[src/rtl/stream_fifo_sync.sv]
// stream_fifo_sync: synchronous valid/ready stream FIFO with a circular buffer.
// Parameters:
//   FALL_THROUGH - 1: when the FIFO is empty, data_i/valid_i pass straight to
//                  data_o/valid_o; 0: minimum one-cycle latency.
//   DEPTH        - number of storage entries (>= 1).
//   T            - payload type (any packed type).
// Optional macro STREAM_FIFO_ASSERT_EN compiles in simulation-only protocol
// checks. Without it the block behaves identically and has no checks.
module stream_fifo_sync #(
    parameter bit          FALL_THROUGH = 1'b0,
    parameter int unsigned DEPTH        = 8,
    parameter type         T            = logic,
    localparam int unsigned USAGE_W     = $clog2(DEPTH + 1)
) (
    input  logic               clk_i,
    input  logic               rst_i,
    input  logic               flush_i,
    input  logic               testmode_i,
    output logic [USAGE_W-1:0] usage_o,
    input  T                   data_i,
    input  logic               valid_i,
    output logic               ready_o,
    output T                   data_o,
    output logic               valid_o,
    input  logic               ready_i
);

    // A single entry still needs a one-bit pointer that stays at zero.
    localparam int unsigned PTR_W = (DEPTH > 1) ? $clog2(DEPTH) : 1;

    T                   mem [DEPTH];
    logic [PTR_W-1:0]   rd_ptr;
    logic [PTR_W-1:0]   wr_ptr;
    logic [USAGE_W-1:0] count;

    logic empty;
    logic full;
    logic push;
    logic pop;
    logic bypass;
    logic wr_en;
    logic rd_en;

    // The test-mode input has no effect on this block.
    logic unused_testmode;
    assign unused_testmode = testmode_i;

    function automatic logic [PTR_W-1:0] next_ptr(input logic [PTR_W-1:0] ptr);
        if (ptr == PTR_W'(DEPTH - 1)) begin
            return '0;
        end
        return ptr + PTR_W'(1);
    endfunction

    assign empty   = (count == '0);
    assign full    = (count == USAGE_W'(DEPTH));
    assign ready_o = !full;
    assign usage_o = count;

    assign push   = valid_i && ready_o;
    assign pop    = valid_o && ready_i;
    // An empty fall-through FIFO hands a same-cycle accepted beat straight
    // across, so storage and pointers are left alone.
    assign bypass = FALL_THROUGH && empty && push && ready_i;
    assign wr_en  = push && !bypass;
    assign rd_en  = pop && !bypass;

    // Output side: head of the buffer, or the input itself when empty in fall-through.
    always_comb begin
        valid_o = !empty;
        data_o  = mem[rd_ptr];
        if (empty) begin
            if (FALL_THROUGH) begin
                valid_o = valid_i;
                data_o  = data_i;
            end else begin
                data_o = '0;
            end
        end
    end

    // Pointer and occupancy bookkeeping; reset beats flush, flush beats push/pop.
    always_ff @(posedge clk_i) begin
        if (rst_i) begin
            rd_ptr <= '0;
            wr_ptr <= '0;
            count  <= '0;
        end else if (flush_i) begin
            rd_ptr <= '0;
            wr_ptr <= '0;
            count  <= '0;
        end else begin
            if (wr_en) begin
                wr_ptr <= next_ptr(wr_ptr);
            end
            if (rd_en) begin
                rd_ptr <= next_ptr(rd_ptr);
            end
            if (wr_en && !rd_en) begin
                count <= count + USAGE_W'(1);
            end else if (rd_en && !wr_en) begin
                count <= count - USAGE_W'(1);
            end
        end
    end

    // Storage array: cleared on reset, written at the write pointer on push.
    always_ff @(posedge clk_i) begin
        if (rst_i) begin
            for (int i = 0; i < int'(DEPTH); i++) begin
                mem[i] <= '0;
            end
        end else if (!flush_i && wr_en) begin
            mem[wr_ptr] <= data_i;
        end
    end

`ifdef STREAM_FIFO_ASSERT_EN
    if (DEPTH < 1) begin : g_depth_check
        $error("stream_fifo_sync: DEPTH must be at least 1");
    end

    // Protocol checks: no push into a full FIFO, no pop from an empty one.
    always_ff @(posedge clk_i) begin
        if (!rst_i && push && full) begin
            $error("stream_fifo_sync: push while full");
        end
        if (!rst_i && pop && empty && !bypass) begin
            $error("stream_fifo_sync: pop while empty");
        end
    end
`endif

endmodule

[config.mk]
export PLATFORM = sky130hd
export DESIGN_NAME = stream_fifo_sync
export DESIGN_NICKNAME = d
export VERILOG_FILES = /design/src/rtl/stream_fifo_sync.sv
export SDC_FILE = /design/constraint.sdc
export NUM_CORES = 1
export LEC_CHECK = 0
export BUFFER_PORTS_ARGS = -buffer_cell sky130_fd_sc_hd__buf_4
export CAP_MARGIN = 15
export CORE_AREA = 2 2 49 51
export DETAILED_ROUTE_END_ITERATION = 8
export DIE_AREA = 0 0 51 53
export HOLD_SLACK_MARGIN = 0.1
export PLACE_DENSITY = 0.73
export SLEW_MARGIN = 10
export SYNTH_ARGS = -nofsm -noshare
export SYNTH_HDL_FRONTEND = slang
export SYNTH_SLANG_ARGS = --single-unit
[constraint.sdc]
create_clock -name clk_i -period 2.8 [get_ports clk_i]
set_input_delay 0.14 -clock clk_i [delete_from_list [all_inputs] [get_ports clk_i]]
set_output_delay 0.14 -clock clk_i [all_outputs]
set_load 0.005 [all_outputs]
; Word level (Yosys, flattened, before mapping)
; Memory sizes are Yosys's and may differ from the RTL's. A register that Yosys moved wholly into a read port is not among the register bits.
; Cells that the tools add are included.
[classes]
muxes = 25
eq_ne = 3
n_reduce_logical = 14
addsub = 4
[op_table]
columns = cell, count
row1 = $mux W3, 7
row2 = $mux W1, 16
row3 = $mux W4, 2
row4 = $add A3 B1 Y3 const B, 2
row5 = $eq A3 B3 Y1 const B, 2
row6 = $logic_and A1 B1 Y1, 5
row7 = $logic_not A1 Y1, 5
row8 = $add A4 B1 Y4 const B, 1
row9 = $eq A4 B4 Y1 const B, 1
row10 = $logic_not A4 Y1, 1
row11 = $sub A4 B1 Y4 const B, 1
row12 = $reduce_bool A2 Y1, 1
row13 = $reduce_or A2 Y1, 1
row14 = $reduce_or A1 Y1, 1
[word_totals]
out_inout_bits = 7
n_memories = 1
input_bits = 7
ff_bits = 10
ram_bits = 8
word_cells = 50
[mem_list]
columns = name, words, width, read_ports, rd_clocked_by_memory_dff, wr, line
row1 = mem, 8, 1, 1, 1, 8, 31  ; T mem [DEPTH];

; Depth between registers and ports, before layout
; Gate-level depths: netlist of the first run.
[depth]
depth_word = 9
mapped_depth = 10
depth_no_buf = 10

; Worst setup path before layout of the first run
; Ideal clock, no wire load.
[synth_timing]
path_type = register -> register
startpoint = reg count[0] (netlist: usage_o[0])
endpoint = reg count[3] (netlist: usage_o[3])
period_less_slack_ns = 2.406
t_arrival_ns = 2.348
t_required_ns = 2.742
setup_slack_ns = 0.394
setup_time_ns = 0.058
stages_incl_launch_ff = 11
n_path_buf = 1
cell_sequence = dfxtp_1 or4_1 buf_6 nand2_8 ha_1 inv_1 ha_1 a21oi_1 a211o_1 a211oi_1 a31o_1
[synth_via]
elab_chain_len = 6
elab_cells_between_ends = 15
cone_classes = add/sub (2) / eq/ne (1) / mux (2) / reduce/logical (10)
[synth_rtl]
columns = element, line
row1 = from (decl), 34  ; logic [USAGE_W-1:0] count;
row2 = from (signal assigned), 100  ; count <= count + USAGE_W'(1);
row3 = from (signal assigned), 102  ; count <= count - USAGE_W'(1);
row4 = $logic_not A4 Y1 *, 55  ; assign empty = (count == '0);
row5 = $logic_not A1 Y1 *, 70  ; valid_o = !empty;
row6 = named net valid_o, 24  ; output logic valid_o,
row7 = $logic_and A1 B1 Y1 *, 61  ; assign pop = valid_o && ready_i;
row8 = $logic_not A1 Y1, 99  ; if (wr_en && !rd_en) begin
row9 = $logic_and A1 B1 Y1, 99
row10 = $mux W4 / $reduce_bool A2 Y1 (equally long branches), n/a
; Mark *: on every way through the listed nets, which the timed path passes. The rest lies on a longest branch. The select of a mux whose other input is x is not followed.
; A chain may end at the register's enable or synchronous reset.

; Worst setup path after layout of the first run
[layout_timing]
startpoint = reg count[0] (netlist: usage_o[0])
endpoint = reg count[3] (netlist: usage_o[3])
[layout_via]
elab_chain_len = 6
elab_cells_between_ends = 15
cone_classes = add/sub (2) / eq/ne (1) / mux (2) / reduce/logical (10)
[layout_rtl]
columns = element, line
row1 = $eq A4 B4 Y1 *, 56  ; assign full = (count == USAGE_W'(DEPTH));
row2 = $logic_not A1 Y1 *, 57  ; assign ready_o = !full;
row3 = $logic_and A1 B1 Y1 *, 60  ; assign push = valid_i && ready_o;
row4 = named net push, 38  ; logic push;
row5 = $logic_not A1 Y1, 101  ; end else if (rd_en && !wr_en) begin
row6 = $logic_and A1 B1 Y1, 101
row7 = $reduce_bool A2 Y1 (no source line), n/a
; Marked as above.

==> results.md, run 1 <==
- For the worst flop-to-flop path, the logic depth is 10.
- On the final layout, the worst hold slack is 156 ps.
- Headroom to the max-slew limit came out at 0.823.
- The clock skew after layout is 3.12 ps.
- The endpoint type of the worst setup path is a register.
- The post-synthesis cell type count is 39.
- Entering global routing, the biggest net connects 14 pins.
- The area occupied by multi-input gates is approximately 600 um^2.
- The longest clock path from root to sink contains 2 buffers.
- Internal power comes to around 500 uW.
- The count of cell instances traversed by the critical path is 10.
- The power density over cell area is between 500 and 600 mW/mm^2.
- The core outline area is 0.00215 mm^2.
- Registers take about 500 um^2.
- The number of antenna violations at the first check in global routing is 0.
- The vias per cell is 5.40.
- The critical register-to-register path startpoint is usage_o[0]$_SDFFE_PP0P_.
- At the worst endpoint, the required time is slightly above 3000 ps.
- The share of flip-flops with an asynchronous set or reset after synthesis is 0.
- Once layout is complete, the utilization of the core stands at 0.591.
- The number of clock sinks is 21.
- The first detailed-routing pass ran for 4 iterations.
- The average cell area after synthesis is roughly 11 um^2.
- The sequential group share of total power is 0.497.
- Yosys printed 0 warnings.
- The maximum operating frequency is just under 0.4 GHz.
- On the critical path, the stage with the largest delay is an instance of sky130_fd_sc_hd__or4b_4.
- The switching power share of the total is 0.309.
- Across every metal layer, demand over resource in global routing totals 0.170.
- The count of pins over their slew limit is 0.
- The share of the Yosys chip area taken by registers is 0.442.
- In this run the static leakage power is between 0.0004 and 0.0005 uW.
- The number of enable-type register cells in the synthesized netlist is 8.
- The CTS root buffer is sky130_fd_sc_hd__clkbuf_4.
- TritonCTS built the clock tree.
- The final setup violation count is 0.
- The min-delay analysis places its worst path in the category primary input to register.
- The HPWL after detailed placement is approximately 1500 um.
- The detailed router placed 772 vias in this run.
- At the pin with the least slew margin, the transition time is 265 ps.
- Clock tree synthesis inserted a total of 3 buffers.
- The first-pass GRT wire length is ~3400 um.
- After the last flow step, the layout net total stands at between 100 and 150.
- The clock insertion delay at the later pin of the skew report is about 300 ps.
- The largest fanout of any net on the critical path is 6.
- Counting stages on the worst path, the most repeated cell is sky130_fd_sc_hd__ha_1.
- Across the run, the number of max-cap violations was 0.
- The violation count after the first detailed-route iteration is 5.
- After clock tree synthesis, the clock-pin slew on the worst setup and hold paths is about 120 ps.
- The setup TNS is 0 ps.
- Of the available clock period, the critical path in the final layout requires 0.916.
- The total standard cell area after synthesis is 0.00113 mm^2.
- The number of placement rows is 17.
- The floorplan step set the die width to around 51 um.
- Leaving out fill and tap cells, the most frequent cells in the layout are sky130_fd_sc_hd__nor2_1 (14), sky130_fd_sc_hd__dfxtp_1 (13), sky130_fd_sc_hd__buf_4 (12), sky130_fd_sc_hd__o21bai_1 (8), sky130_fd_sc_hd__edfxtp_1 (8).
- The worst setup path is of the register to register kind.
- Together, buffers and inverters on the worst path number 2.
- The setup slack after placement is ~140 ps.
- The maximum vdd ir drop is between 0.0004 and 0.0005 V.
- The average wire per standard cell is roughly 13 um.
- The antenna cell count is 0.
- Pin placement for this block handled 14 I/O pins.
- The capture instance of the worst register-to-register path is usage_o[3]$_SDFFE_PP0P_.
- Counting flops and latches in the post-synthesis netlist gives 21.
- The post-CTS repair timing setup buffer count is 0.
- The most used flip-flop cell after synthesis is sky130_fd_sc_hd__dfxtp_1.
- The area share of the largest cell type after synthesis is 0.230.
- The worst stage delay on the critical path is roughly 580 ps.
- The end point of the critical path is usage_o[3]$_SDFFE_PP0P_.
- The initial standard-cell utilization of the core is 0.528.
- At the end of routability-driven placement, the weighted congestion stood at between 0.7 and 0.8.
- Data arrives at the worst endpoint at approximately 2800 ps.
- Port buffering added 12 buffers.
- In the post-synthesis netlist, the biggest area contributors are sky130_fd_sc_hd__dfxtp_1 (23%), sky130_fd_sc_hd__edfxtp_1 (21%), sky130_fd_sc_hd__ha_1 (7.7%).
- The kind of launch point of the worst setup path is a register.
- The most common library cell in the layout ignoring fill and taps is sky130_fd_sc_hd__nor2_1.
- The cell type group with the largest total delay on the critical path is simple AND/OR/NAND/NOR gates.
- The worst path setup slack after routing is around 240 ps.
- The setup slack on the worst flop-to-flop path is roughly 240 ps.
- The area growth from synthesis to layout is 11.9%.
- Of the total power, the clock network draws 0.207.
- The run finished with clean final reports.
- The total global routing overflow is 0.
- The via count of the first global-routing pass is 790.
- The final layout contains routed wiring with a total length of 1910 um.
- The synthesized instance count is just over 100.
- In this run the vertical extent of the chip is 53 um.
- The DRC violation count after routing is 0.
- Tracing the worst setup path back leads to its startpoint at usage_o[0]$_SDFFE_PP0P_.
- For the finished layout, the period the worst path requires is between 2000 and 3000 ps.
- The post-route antenna net violation count is 0.
- Traced cell by cell, the critical path runs through or4b_4 > nand2_4 > inv_4 > ha_1 > inv_1 > ha_1 > a21oi_1 > nand3_1 > a211oi_1 > a31o_1.
- The synthesized design spends more area on one cell type than any other, namely sky130_fd_sc_hd__dfxtp_1.
- In the final layout, the share of cells above drive strength 1 is 0.322.
- The share of total power dissipated in combinational logic is 0.296.
- Setup repair after global routing left no endpoint under its margin.
- Counting every net in the synthesized netlist gives between 100 and 150.
- The die covers approximately 0.0027 mm^2.
- The switching power total is between 200 and 250 uW.
- CTS built an H-tree with a depth of 1.
- The filler cells instantiated in the layout total 202.
- The final hold violation count is 0.
## tightest hold or removal path, delay by kind of cell
kind / cells / cell delay (ps)
AO/OA/AOI/OAI: 1 / 50
buffers and inverters: 1 / 90
AND/OR/NAND/NOR: 2 / 140
## power groups by stage
stage	clock network, uW	registers (uW)	logic (uW)
global route	167	358	242
floorplan	0	357	160
CTS	154	355	209
finish	148	355	212
global placement	0	360	200
detailed placement	0	362	208
## logic make-up after synthesis
family,Yosys count,synth area share
fa+ha+maj,8,0.0949
compound gates,19,0.120
flops,21,0.442
mux,4,0.0585
xor+xnor,2,0.0155
simple gates,43,0.240
buf+inv,6,0.0298
## per-stage QoR
stage          power (uW)  instance area, um^2  instances
3_5_place_dp          570                 1230        139
2_1_floorplan         517                 1130        103
4_1_cts               717                 1260        143
5_1_grt               767                 1270        143
6_report              714                 1270        143
3_3_place_gp          560                 1230        139
## Yosys cell counts, types with 2 or more instances
cell type and number:
sky130_fd_sc_hd__ha_1 7, sky130_fd_sc_hd__nor2_1 14, sky130_fd_sc_hd__nand2_2 3, sky130_fd_sc_hd__and2_1 2
sky130_fd_sc_hd__nand2b_1 2, sky130_fd_sc_hd__nand3_1 4, sky130_fd_sc_hd__a21oi_2 3, sky130_fd_sc_hd__nand2_1 5
sky130_fd_sc_hd__edfxtp_1 8, sky130_fd_sc_hd__a21oi_1 5, sky130_fd_sc_hd__o21bai_1 8, sky130_fd_sc_hd__mux4_2 2
sky130_fd_sc_hd__or2_2 2, sky130_fd_sc_hd__dfxtp_1 13
## timing repair
| action | 4_1_cts | 5_1_grt |
|---|---|---|
| hold buffers | 0 | 0 |
| setup endpoints to repair | 0 | 1 |
| gates resized for setup | 0 | 1 |
## worst min path at each step
stage | from | endpoint | slack [ps] | cells past startpoint
after CTS | valid_i | wr_ptr[2]$_SDFFE_PP0P_ | 160 | 4
after detailed placement | rd_ptr[2]$_SDFFE_PP0P_ | rd_ptr[2]$_SDFFE_PP0P_ | 480 | 2
final | valid_i | wr_ptr[0]$_SDFFE_PP0P_ | 160 | 4
after global placement | rd_ptr[1]$_SDFFE_PP0P_ | rd_ptr[1]$_SDFFE_PP0P_ | 460 | 2
after floorplan | ready_i | register | 320 | 2
after global routing | ready_i | rd_ptr[1]$_SDFFE_PP0P_ | 170 | 3
## final cells by class
class                   count  area share
flip-flops and latches     21       0.394
multi-input cells          76       0.475
well taps                  28      0.0276
inverters                   2     0.00789
clock buffers               3      0.0178
repair buffers             12      0.0710
clock inverters             1     0.00592
## metal layers
layer	wire length (um)	track usage	part of all wire
met1	893	0.213	0.47
met2	958	0.305	0.50
met3	40	0.0339	0.021
met4	12	0.0270	0.0063
met5	0	0	0
No activity file was read; power rests on OpenSTA's default activity.
==> inputs of run 2 (changes only) <==
--- a/config.mk
+++ b/config.mk
@@ -7,11 +7,11 @@
 export LEC_CHECK = 0
 export BUFFER_PORTS_ARGS = -buffer_cell sky130_fd_sc_hd__buf_4
 export CAP_MARGIN = 15
-export CORE_AREA = 2 2 49 51
+export CORE_AREA = 2 2 44 56
 export DETAILED_ROUTE_END_ITERATION = 8
-export DIE_AREA = 0 0 51 53
+export DIE_AREA = 0 0 46 58
 export HOLD_SLACK_MARGIN = 0.1
-export PLACE_DENSITY = 0.73
+export PLACE_DENSITY = 0.74
 export SLEW_MARGIN = 10
 export SYNTH_ARGS = -nofsm -noshare
 export SYNTH_HDL_FRONTEND = slang
==> run 2 against run 1 <==
Non-clock buffer count unchanged. First-iteration DRC count increased by 100%. Count of clock-buffer cells in the layout increased by 1. Sequential power about the same. Die area decreased by 1.3%. Hold slack about the same. Largest cell class unchanged.
==> results.md, run 2 (synthesis results as in run 1) <==
- The detailed placer's ending HPWL is approximately 1400 um.
- The via count of the first global-routing pass is 750.
- The first detailed-routing pass took 4 iterations.
- Row generation in the floorplan step produced 19 rows.
- The count of pins over their slew limit is 0.
- The run finished with clean final reports.
- After detailed routing, the average wire length per cell comes to 13.3 um.
- STA classifies the critical path startpoint as a register.
- The number of clock buffers added by TritonCTS is 3.
- The number of port buffers is 12.
- The number of antenna violations at the first check in global routing is 0.
- The actual slew at the worst max-slew pin is 285 ps.
- The category of the critical setup timing path is register to register.
- The number of vias after detailed routing is 760.
- The worst-case IR drop observed on VDD is 0.000372 V.
- The initial standard-cell utilization of the core is 0.530.
- STA puts the critical path data arrival time at approximately 2800 ps.
- For the worst-skew pair, the clock arrives at the later sink with an insertion delay of 300 ps.
- The number of antenna diodes in the final layout is 0.
- The final clock period utilization by the worst path is 0.912.
- Post-CTS timing repair inserted 0 buffers for setup.
- The clock transition at the registers of the reported paths is about 110 ps.
- The analysis attributes to cell leakage a power of ~0.00050 uW.
- The total of cells resized after clock tree synthesis is 0.
- The worst pin sits at a relative slew slack of 0.809.
- The endpoint required time on the critical path is roughly 3100 ps.
- The class of the worst hold path is primary input to register.
- The post-route antenna net violation count is 0.
- Counting I/O delays and the setup requirement, the final critical path takes around 2600 ps.
- Global routing finished with a remaining overflow of 0.
- The proportion of layout cells with a drive suffix above 1 is 0.313.
- The largest fanout of any net on the critical path is 6.
- For the final database, setup skew stands at 4.24 ps.
- Setup total negative slack on the finished layout was measured at 0 ps.
- The maximum number of pins on one net before global-route repair is 12.
- Based on the critical path, the design can be clocked at up to between 0.3 and 0.4 GHz.
- In the global route stage, overall resource usage came out at 0.164.
- The cell type of the slowest stage on the worst timing path is sky130_fd_sc_hd__or4b_4.
- The met1 wire length is 798 um.
- Setup violations remaining at the end of the flow were counted as 0.
- The count of buffer and inverter cells on the critical path is 2.
- The core region is around 0.0021 mm^2.
- After detailed routing, the number of vias per cell comes to ~5.6.
- Among cell families on the critical path, the largest total delay comes from simple AND/OR/NAND/NOR gates.
- Setup repair after global routing left no endpoint under its margin.
- The total number of nets in the final design is between 100 and 150.
- The routed wire length is 1800 um.
- In the detailed route, the total length drawn on met3 is approximately 47 um.
- STA classifies the critical path endpoint as a register.
- The library cell used most frequently in the layout, excluding fill and tap cells, is sky130_fd_sc_hd__nor2_1.
- The post-detailed-placement cell area is about 0.0012 mm^2.
- The max-capacitance violation count is 0.
- The routed design uses 942 um of met2 wire.
- The clock net in this run drives a total of 21 sinks.
- The most prevalent standard cell on the critical path is sky130_fd_sc_hd__ha_1.
- The boundary pin count is 14.
- The first global-routing pass estimated 3160 um of wire.
- The final hold violation count is 0.
- Traced cell by cell, the critical path runs through or4b_4 > nand2_4 > inv_4 > ha_1 > inv_1 > ha_1 > a21oi_1 > nand3_1 > a211oi_1 > a31o_1.
- The detailed router finished its first iteration with 10 violations.
- The quantity of hold-fixing buffers added after cts is 0.
- The power density over cell area is between 500 and 600 mW/mm^2.
- The maximum level of the CTS H-tree is 1.
- The maximum clock path buffer count is 2.
- The overall die area is ~0.0027 mm^2.
- The area added between synthesis and finish is 10.8%.
- The tree is rooted in a sky130_fd_sc_hd__clkbuf_4.
- The worst stage delay on the critical path is a little under 600 ps.
- The summed area of non-filler cells in the final layout is 0.00126 mm^2.
- The floorplan die width is 46 um.
- In the layout the commonest cells are sky130_fd_sc_hd__nor2_1 (14), sky130_fd_sc_hd__dfxtp_1 (13), sky130_fd_sc_hd__buf_4 (12), sky130_fd_sc_hd__o21bai_1 (8), sky130_fd_sc_hd__edfxtp_1 (8).
- From bottom edge to top edge, the die measures 58 um.
- The congestion estimate from routability-driven global placement came to ~0.77.
- The top layer reached by signal wires is met4.
- The DRC violation count after routing is 0.
- TritonCTS built the clock tree.
[run 2: cell type report]
| cell class | instances | area, um^2 |
|---|---|---|
| fillers | 193 | 883 |
| multi-input cells | 76 | 603 |
| flip-flops and latches | 21 | 500 |
| repair buffers | 12 | 90.1 |
| inverters | 2 | 10.0 |
| clock buffers | 4 | 26.3 |
| well taps | 21 | 26.3 |
[run 2: worst paths after layout]
check,start,slack [ps],cells past startpoint,end
worst max-delay path,usage_o[0]$_SDFFE_PP0P_,250,10,usage_o[3]$_SDFFE_PP0P_
worst min-delay path,valid_i,160,4,wr_ptr[0]$_SDFFE_PP0P_
worst max register to register,usage_o[0]$_SDFFE_PP0P_,250,10,usage_o[3]$_SDFFE_PP0P_
worst min register to register,rd_ptr[2]$_SDFFE_PP0P_,490,2,rd_ptr[2]$_SDFFE_PP0P_
[run 2: layer usage]
layer  up-vias  track usage
li1        390            -
met1       357        0.212
met2        11        0.268
met3         2       0.0280
met4         0       0.0612
met5         -            0
[run 2: metrics by stage]
stage               std cells  power [uW]  hold WS [ps]  utilization  setup slack (ps)
finish                    136         705           156        0.587               246
global route              136         746           156        0.587              83.2
CTS                       136         708           151        0.585               118
detailed placement        132         565           475        0.573               160
global placement          132         561           464        0.573               193
floorplan                 103         517           317            -               394
[run 2: report_power, final]
group | total [uW] | switching [uW] | internal, uW
registers | 354 | 20.4 | 334
clock network | 144 | 88.2 | 55.4
logic | 207 | 103 | 104
[run 2: tightest hold or removal path: cells and delay by family]
| family | cells | cell delay [ps] |
|---|---|---|
| simple gates | 2 | 140 |
| buf+inv | 1 | 90 |
| compound gates | 1 | 50 |
==> inputs of run 3 (changes only) <==
--- a/config.mk
+++ b/config.mk
@@ -11,7 +11,7 @@
 export DETAILED_ROUTE_END_ITERATION = 8
 export DIE_AREA = 0 0 46 58
 export HOLD_SLACK_MARGIN = 0.1
-export PLACE_DENSITY = 0.74
+export PLACE_DENSITY = 0.71
 export SLEW_MARGIN = 10
 export SYNTH_ARGS = -nofsm -noshare
 export SYNTH_HDL_FRONTEND = slang
==> run 3 against run 2 <==
Register-to-register slack got worse by 97 ps. Design area increased by 0.60%. Critical path type unchanged. Via count increased by 4.1%. Non-clock buffer count increased by 1. Setup slack got worse by 97 ps. First-iteration DRC count increased by 50%. Sequential share of layout area decreased by 0.24 points. Highest routed layer unchanged. Clock power increased by 3%.
==> results.md, run 3 (synthesis results as in run 1) <==
- The DRC violation count after routing is 0.
- The CTS root buffer is sky130_fd_sc_hd__clkbuf_4.
- The run finished with clean final reports.
- The critical register-to-register path startpoint is usage_o[1]$_SDFFE_PP0P_.
- In the global route stage, overall resource usage came out at 0.170.
- The share of total power dissipated in sequential elements is 0.490.
- In this run the worst path has a maximum fanout of 6.
- Setup violations remaining at the end of the flow were counted as 0.
- The signal on the critical path passes through buf_4 > or4b_4 > nand2_4 > inv_4 > ha_1 > inv_1 > ha_1 > a21oi_1 > nand3_1 > a211oi_1 > a31o_1.
- The first detailed-routing pass ran for 4 iterations.
- For this run, the slowest stage of the critical path takes about 540 ps.
- The area occupied by multi-input gates is roughly 600 um^2.
- The final hold violation count is 0.
- The relative slew slack is 0.823.
- The final cell count without fillers is approximately 140.
- The maximum vdd ir drop is 0.000380 V.
- Counting every sink on the clock net gives 21.
- The first global-routing pass estimated 3260 um of wire.
- The worst register-to-register path has a setup slack of 150 ps.
- The analysis attributes to net switching a power of about 220 uW.
- The worst hold path depth is 4.
- The initial utilization of the core area, before any placement, comes to 0.530.
- The clock insertion delay at the later pin of the skew report is just over 300 ps.
- The count of buffers added on input and output ports is 12.
- After detailed routing, the number of vias per cell comes to a little under 6.
- The class of the worst hold path is primary input to register.
- The maximum clock path buffer count is 2.
- For the worst flop-to-flop path, the logic depth is 11.
- The cell-internal power is 497 uW.
- The proportion of layout cells with a drive suffix above 1 is 0.319.
- The startpoint identified for the worst hold timing path is valid_i.
- The total global routing overflow is 0.
- The routability congestion estimate is 0.693.
- The timing startpoint of the critical path is usage_o[1]$_SDFFE_PP0P_.
- The clock skew after layout is ~3.9 ps.
- The final clock period utilization by the worst path is 0.947.
- The initialized floorplan defines 19 standard-cell rows.
- Static timing analysis puts the maximum clock frequency at about 0.38 GHz.
- In this run the number of H-tree levels came out at 1.
- The net count of the finished layout is 132.
- The via count of the first global-routing pass is about 750.
- The number of antenna violations at the first check in global routing is 0.
- The CTS buffer count is 3.
- In this design, the critical path's most frequently occurring cell is sky130_fd_sc_hd__ha_1.
- The worst setup path is captured at a register.
- The leakage power figure is ~0.00050 uW.
- For the finished layout, the period the worst path requires is 2650 ps.
- For the worst setup path, the data required time is around 3100 ps.
- Buffers added to address setup during post-CTS repair amount to 0.
- The area added between synthesis and finish is 11.5%.
- In this run, placement finished with an instance count of around 130.
- The worst path arrival time is 2910 ps.
- The clock transition at the registers of the reported paths is between 100 and 150 ps.
- The slowest stage of the critical path belongs to the cell sky130_fd_sc_hd__or4b_4.
- The total area inside the core boundary comes to between 0.002 and 0.0025 mm^2.
- The count of pins over their slew limit is 0.
- The switching power share of the total is 0.307.
- The share of total power dissipated in the clock network is 0.207.
- Of the total power, combinational logic draws 0.303.
- For this block, the routed nets add up to approximately 1900 um of wire.
- The most common library cell in the layout ignoring fill and taps is sky130_fd_sc_hd__nor2_1.
- The register area is about 500 um^2.
- After routing, the total negative slack on setup checks comes to 0 ps.
- Setup repair after global routing left no endpoint under its margin.
- The worst setup path is launched from a register.
- In the final routed layout, each cell accounts on average for between 10 and 15 um.
- The repair_antennas step left the layout with diodes totalling 0.
- The power density over cell area is 567 mW/mm^2.
- TritonCTS built the clock tree.
- Entering global routing, the biggest net connects 12 pins.
- The violation count after the first detailed-route iteration is 15.
- The actual slew at the worst max-slew pin is between 200 and 300 ps.
- Detailed routing inserted a total of 791 vias.
- The die is between 40 and 50 um wide.
- The top cell types in the final layout, fill and taps aside, are sky130_fd_sc_hd__nor2_1 (14), sky130_fd_sc_hd__dfxtp_1 (13), sky130_fd_sc_hd__buf_4 (13), sky130_fd_sc_hd__o21bai_1 (8), sky130_fd_sc_hd__edfxtp_1 (8).
- The category of the critical setup timing path is register to register.
- The overall die area is roughly 0.0027 mm^2.
- The completed layout was analyzed and its total power is ~720 uW.
- The count of nets left with antenna violations once routing finished came out at 0.
- The final-layout fill cell count is 192.
- Detailed placement ended at an HPWL of roughly 1400 um.
- During I/O placement, the number of pins put on the boundary was 14.
- The max-capacitance violation count is 0.
- The die is slightly below 60 um tall.
run 3: final cells by class:
type,count,share of cell area
Timing Repair Buffer,13,0.0772
Tap cell,21,0.0208
Inverter,2,0.00792
Clock buffer,4,0.0208
Sequential cell,21,0.396
Multi-Input combinational cell,76,0.477
run 3: routing by layer:
metal	up-vias	GRT usage	wire, um
met5	-	0	0
met4	0	0.0857	45
met3	5	0.0280	60
met2	17	0.266	935
met1	372	0.221	848
li1	397	-	-
run 3: per-stage QoR:
| step | area (um^2) | setup WS, ps | hold slack, ps | utilization |
|---|---|---|---|---|
| 6_report | 1260 | 149 | 139 | 0.591 |
| 5_1_grt | 1260 | 37.2 | 140 | 0.591 |
| 4_1_cts | 1260 | 95.4 | 137 | 0.589 |
| 3_5_place_dp | 1230 | 129 | 471 | 0.577 |
| 3_3_place_gp | 1230 | 224 | 466 | 0.577 |
| 2_1_floorplan | 1130 | 394 | 317 | - |
run 3: worst paths after layout:
kind                                                 to
worst min register to register                 register
worst min-delay path             wr_ptr[1]$_SDFFE_PP0P_
worst max-delay path            usage_o[3]$_SDFFE_PP0P_
worst max register to register  usage_o[3]$_SDFFE_PP0P_
run 3: repair_timing:
| item | CTS | global route |
|---|---|---|
| gates resized for setup | 0 | 1 |
| hold endpoints to repair | 0 | 0 |
| endpoints found under the setup margin | 0 | 1 |
| hold buffers | 0 | 0 |
run 3: worst max-delay path: cells and delay by family, from the launching register on:
kind                       cells  cell delay (ps)
adders and majority gates      2              500
buffers and inverters          3              340
DFF                            1              330
and+or+nand+nor                3              810
AOI/OAI and AO/OA              3              620
run 3: power groups by stage:
stage                     clock, uW  sequential (uW)  combinational (uW)
after floorplan                   0              357                 160
after global placement            0              357                 206
after detailed placement          0              358                 213
after CTS                       154              351                 214
after global routing            168              355                 237
final                           148              351                 217
